$ cat config.mk
export PLATFORM = sky130hd
export DESIGN_NAME = game_screen_sequencer
export DESIGN_NICKNAME = d
export VERILOG_FILES = /design/src/rtl/game_screen_sequencer.sv
export SDC_FILE = /design/constraint.sdc
export NUM_CORES = 1
export LEC_CHECK = 0
export BUFFER_PORTS_ARGS = -buffer_cell sky130_fd_sc_hd__buf_2
export CAP_MARGIN = 30
export CORE_MARGIN = 10
export CORE_UTILIZATION = 55
export CTS_BUF_LIST = sky130_fd_sc_hd__clkbuf_4
export DETAILED_ROUTE_END_ITERATION = 8
export PLACE_DENSITY = 0.83
export REMOVE_ABC_BUFFERS = 1
export SYNTH_ARGS = -nofsm -noshare
export SYNTH_HDL_FRONTEND = slang
export SYNTH_SLANG_ARGS = --single-unit
$ cat constraint.sdc
create_clock -name vga_clock -period 2.1 [get_ports vga_clock]
set_input_delay 0.21 -clock vga_clock [delete_from_list [all_inputs] [get_ports vga_clock]]
set_output_delay 0.21 -clock vga_clock [all_outputs]
set_load 0.02 [all_outputs]
$ cat src/rtl/game_screen_sequencer.sv
// Top-level game flow controller: picks which screen drawer owns the VGA outputs,
// tracks remaining lives and issues a one-cycle restart pulse to the level drawer.
module game_screen_sequencer #(
  parameter int unsigned LIVES       = 3,
  parameter int unsigned HOLD_FRAMES = 120
) (
  input  logic       vga_clock,
  input  logic       reset,
  input  logic       frame_tick,
  input  logic       win,
  input  logic       lose,
  input  logic       jump_button,
  output logic [1:0] screen_sel,
  output logic       level_reset_n,
  output logic [1:0] lives,
  output logic [7:0] hold_frames_left
);

  typedef enum logic [1:0] {
    S_PLAY = 2'd0,
    S_WIN  = 2'd1,
    S_LOSE = 2'd2,
    S_OVER = 2'd3
  } state_e;

  localparam logic [1:0] LIVES_INIT = 2'(LIVES);
  localparam logic [7:0] HOLD_INIT  = 8'(HOLD_FRAMES);

  logic       sync1_q, sync1_d;
  logic       sync2_q, sync2_d;
  logic       btn_prev_q, btn_prev_d;
  logic       press_q, press_d;
  state_e     state_q, state_d;
  logic       armed_q, armed_d;
  logic [1:0] lives_q, lives_d;
  logic [7:0] hold_q, hold_d;
  logic       lrn_q, lrn_d;
  logic [7:0] hold_dec;
  logic       enter_play;

  // NOTE: every variable assigned in this block gets a default first, so no latch is inferred.
  always_comb begin
    sync1_d    = jump_button;
    sync2_d    = sync1_q;
    btn_prev_d = sync2_q;
    press_d    = btn_prev_q & ~sync2_q;

    state_d  = state_q;
    armed_d  = armed_q;
    lives_d  = lives_q;
    hold_d   = hold_q;
    hold_dec = (frame_tick && hold_q != 8'd0) ? hold_q - 8'd1 : hold_q;

    case (state_q)
      S_PLAY: begin
        hold_d = 8'd0;
        if (armed_q && win) begin
          state_d = S_WIN;
          hold_d  = HOLD_INIT;
        end else if (armed_q && lose) begin
          lives_d = lives_q - 2'd1;
          hold_d  = HOLD_INIT;
          state_d = (lives_q == 2'd1) ? S_OVER : S_LOSE;
        end else if (frame_tick) begin
          armed_d = 1'b1;
        end
      end
      S_WIN, S_OVER: begin
        if (press_q && hold_q == 8'd0) begin
          state_d = S_PLAY;
          lives_d = LIVES_INIT;
        end else begin
          hold_d = hold_dec;
        end
      end
      S_LOSE: begin
        if (hold_q == 8'd0) state_d = S_PLAY;
        else                hold_d  = hold_dec;
      end
      default: state_d = S_PLAY;
    endcase

    // Entering PLAY re-masks win/lose until the next frame tick inside PLAY.
    enter_play = (state_d == S_PLAY) && (state_q != S_PLAY);
    if (enter_play) begin
      armed_d = 1'b0;
      hold_d  = 8'd0;
    end
    lrn_d = ~enter_play;
  end

  // NOTE: state is updated only with non-blocking assignments so all flops sample together.
  always_ff @(posedge vga_clock or negedge reset) begin
    if (!reset) begin
      sync1_q    <= 1'b1;
      sync2_q    <= 1'b1;
      btn_prev_q <= 1'b1;
      press_q    <= 1'b0;
      state_q    <= S_PLAY;
      armed_q    <= 1'b0;
      lives_q    <= LIVES_INIT;
      hold_q     <= 8'd0;
      lrn_q      <= 1'b0;
    end else begin
      sync1_q    <= sync1_d;
      sync2_q    <= sync2_d;
      btn_prev_q <= btn_prev_d;
      press_q    <= press_d;
      state_q    <= state_d;
      armed_q    <= armed_d;
      lives_q    <= lives_d;
      hold_q     <= hold_d;
      lrn_q      <= lrn_d;
    end
  end

  assign screen_sel       = state_q;
  assign level_reset_n    = lrn_q;
  assign lives            = lives_q;
  assign hold_frames_left = hold_q;

endmodule

==> reports/summary.txt <==
Status - finished clean
Peak VDD IR - 0.776 mV
RSZ-0062 raised after global routing - no
Register-to-register setup slack - 0.17 ns
Largest area contributor in the netlist - dfrtp_1
TritonRoute pass-1 iters - 4
Antenna cells - 0
Worst-path fanout max - 7
Vias in the first global route - 835
Least-Margin Pin Slew - 0.414 ns
Post-Layout Cell Count - 138
Worst setup SP type - register
Post-DR wirelength/cell - 15.1 um
Synth top area share - 33.8%
Largest net degree at the start of global routing - 19
Synthesized area per cell - 10.0 um^2
Final RePlAce weighted congestion - 0.892
Pins Over Slew Limit - 0
Final HPWL from detailed placement - 1580 um
Drt drc - 0
Critical path type - reg -> reg
Post-Syn Instances - 96
Die H - 61.9 um
Crit path DAT - 2.12 ns
Final core utilization - 67.3%
Gr busiest metal - met2
Final #Nets - 130
Reg clk slew, reported paths - 0.10 ns
Maximum clock rate - 0.519 GHz
Core area - 0.00169 mm^2
Die ar. - 0.00383 mm^2
Critical register-to-register path startpoint - hold_frames_left[0]
Initial antenna violation count - 0
Clock Skews - 0.00620 ns
GRT met2 Usage - 22.0%
R2R Path End - hold_frames_left[6]
Routed vias - 819
CTS Buffer Depth - 2
CTS tree - done
TritonCTS Sinks - 18
Via/cell ratio - 5.93
Period Utilization, post-route - 91.8%
Total GRT Usage - 12.1%
CP Capture Type - register
Synth-to-Final Area Change - 17.9%
Final setup viols - 0
GR Overflow Total - 0
Pwr Density - 944 mW/mm^2
M1 GR Usage - 13.1%
Cells after DPL - 129
I/O pin count - 19
Max-Cap Viols - 0
Yosys Warn Count - 0
H-Tree Depth - 1
CTS Buf Count - 3
IO buf count - 18
Slew Limit Headroom - 72.2%
First-pass GRT wire length - 3540 um
Global Route met3 Usage - 2.85%
R2R depth - 9
Minimum clock period - 1.93 ns
Root buffer selected by CTS - clkbuf_4
Synthesized flop and latch total - 18
Register area share after synthesis - 47.4%
Initial DRC Count - 39
Worst skew pair latency - 0.29 ns
Die Wd - 61.9 um
Final WL - 2090 um
Critical path required time - 2.29 ns
Worst Hold Class - in -> reg
Fillers - 130
Area contributors post-synth - dfrtp_1 34%, dfstp_2 14%, nand2_1 4.7%
FP Rows - 15
Total Neg Setup Slack - 0 ns
Initial Util - 57.0%
Hold Fails Final Rpt - 0
Hold Path Sink - screen_sel[0]
Share of cells above drive strength 1 - 33.1%
Hold Path Origin - win
Routed Antenna Nets - 0
Leak - 0.000505 uW
Synthesized cell area - 963 um^2
Worst Hold Depth - 3
Synth cell types - 37
[worst max-delay path, cell delays in order (launching register included)]
cell and delay [ns]:
dfrtp_1 0.42, inv_1 0.08, ha_1 0.22, nor4b_4 0.13
buf_4 0.17, buf_4 0.13, a21o_1 0.18, o21ai_4 0.16
o21ba_1 0.17, o22a_1 0.17
[how the worst max path moves through the flow]
stage / start / endpoint / slack [ns]
final: hold_frames_left[0] / hold_frames_left[6] / 0.17
after floorplan: hold_frames_left[0] / hold_frames_left[6] / 0.25
after global placement: hold_frames_left[0] / hold_frames_left[7] / 0.08
after detailed placement: hold_frames_left[0] / hold_frames_left[7] / -0.003
after CTS: hold_frames_left[0] / hold_frames_left[7] / 0.11
after global routing: hold_frames_left[0] / hold_frames_left[7] / 0.07
[where the power goes]
part / internal [uW] / leakage (uW) / switching [uW]
registers: 422 / 0.000197 / 111
clock network: 69.1 / 0.0000154 / 105
logic: 159 / 0.000292 / 206
[metrics by stage]
step | hold slack (ns) | setup WS (ns) | total power [uW] | area [um^2]
after floorplan | -0.0856 | 0.248 | 758 | 948
after global placement | 0.156 | 0.0775 | 879 | 1070
after detailed placement | 0.160 | -0.00322 | 893 | 1070
after CTS | 0.232 | 0.106 | 1070 | 1110
after global routing | 0.258 | 0.0688 | 1140 | 1140
final | 0.234 | 0.173 | 1070 | 1140
[cells in the final DEF (no fill, tap or decap), drive strengths merged, types with 4 or more instances in the layout]
cell   count
dfrtp     13
dfstp      5
a31oi      5
buf       22
o21ai      5
inv        4
a21oi      6
nor2       5
nand2     12
[metal layers]
| layer | up-vias | routed length, um |
|---|---|---|
| li1 | 398 | - |
| met1 | 396 | 889 |
| met2 | 21 | 1070 |
| met3 | 4 | 98 |
| met4 | 0 | 28 |
| met5 | - | 0 |
[timing repair]
action,4_1_cts,5_1_grt
resized for setup,1,0
endpoints found under the hold margin,14,0
endpoints found under the setup margin,1,5
setup buffers,0,3
hold buffers,2,0
pin swaps,0,1
[registers in the layout, summed over array words and instances (netlist names)]
register,cells
screen_sel,2
armed_q,1
btn_prev_d,1
btn_prev_q,1
hold_frames_left,8
sync1_q,1
level_reset_n,1
press_q,1
lives,2
[synth_stat cells, drive strengths merged]
master	number
nand3b	1
o22ai	1
ha	2
o31ai	1
nor2b	2
nor4b	1
a22oi	1
o211ai	3
dfstp	5
and2	1
a21boi	1
nand2b	2
dfrtp	13
clkbuf	2
o21ai	5
or3	2
a21oi	6
mux2	1
or2	3
nor3	3
nor2	5
a211oi	1
o22a	2
inv	4
a31oi	5
buf	1
a21o	1
nand4b	1
nand3	3
o21bai	1
nand4	1
nand2	12
o21ba	1
xor2	2
[cell type report]
class / count / area (um^2) / share of cell area [%]
Timing Repair Buffer: 24 / 140 / 12.3
Tap cell: 17 / 21.3 / 1.87
Inverter: 4 / 15.0 / 1.32
Clock inverter: 1 / 3.75 / 0.330
Multi-Input combinational cell: 71 / 477 / 42.0
Sequential cell: 18 / 457 / 40.2
Clock buffer: 3 / 22.5 / 1.98
[logic make-up after synthesis]
| family | share of synthesized area [%] |
|---|---|
| AO/OA/AOI/OAI | 21.7 |
| XOR/XNOR | 1.82 |
| adder cells (fa/ha/maj) | 2.60 |
| buffers and inverters | 3.12 |
| flip-flops | 47.4 |
| multiplexers | 1.17 |
| AND/OR/NAND/NOR | 22.2 |
Power figures use the tool's default switching activity.
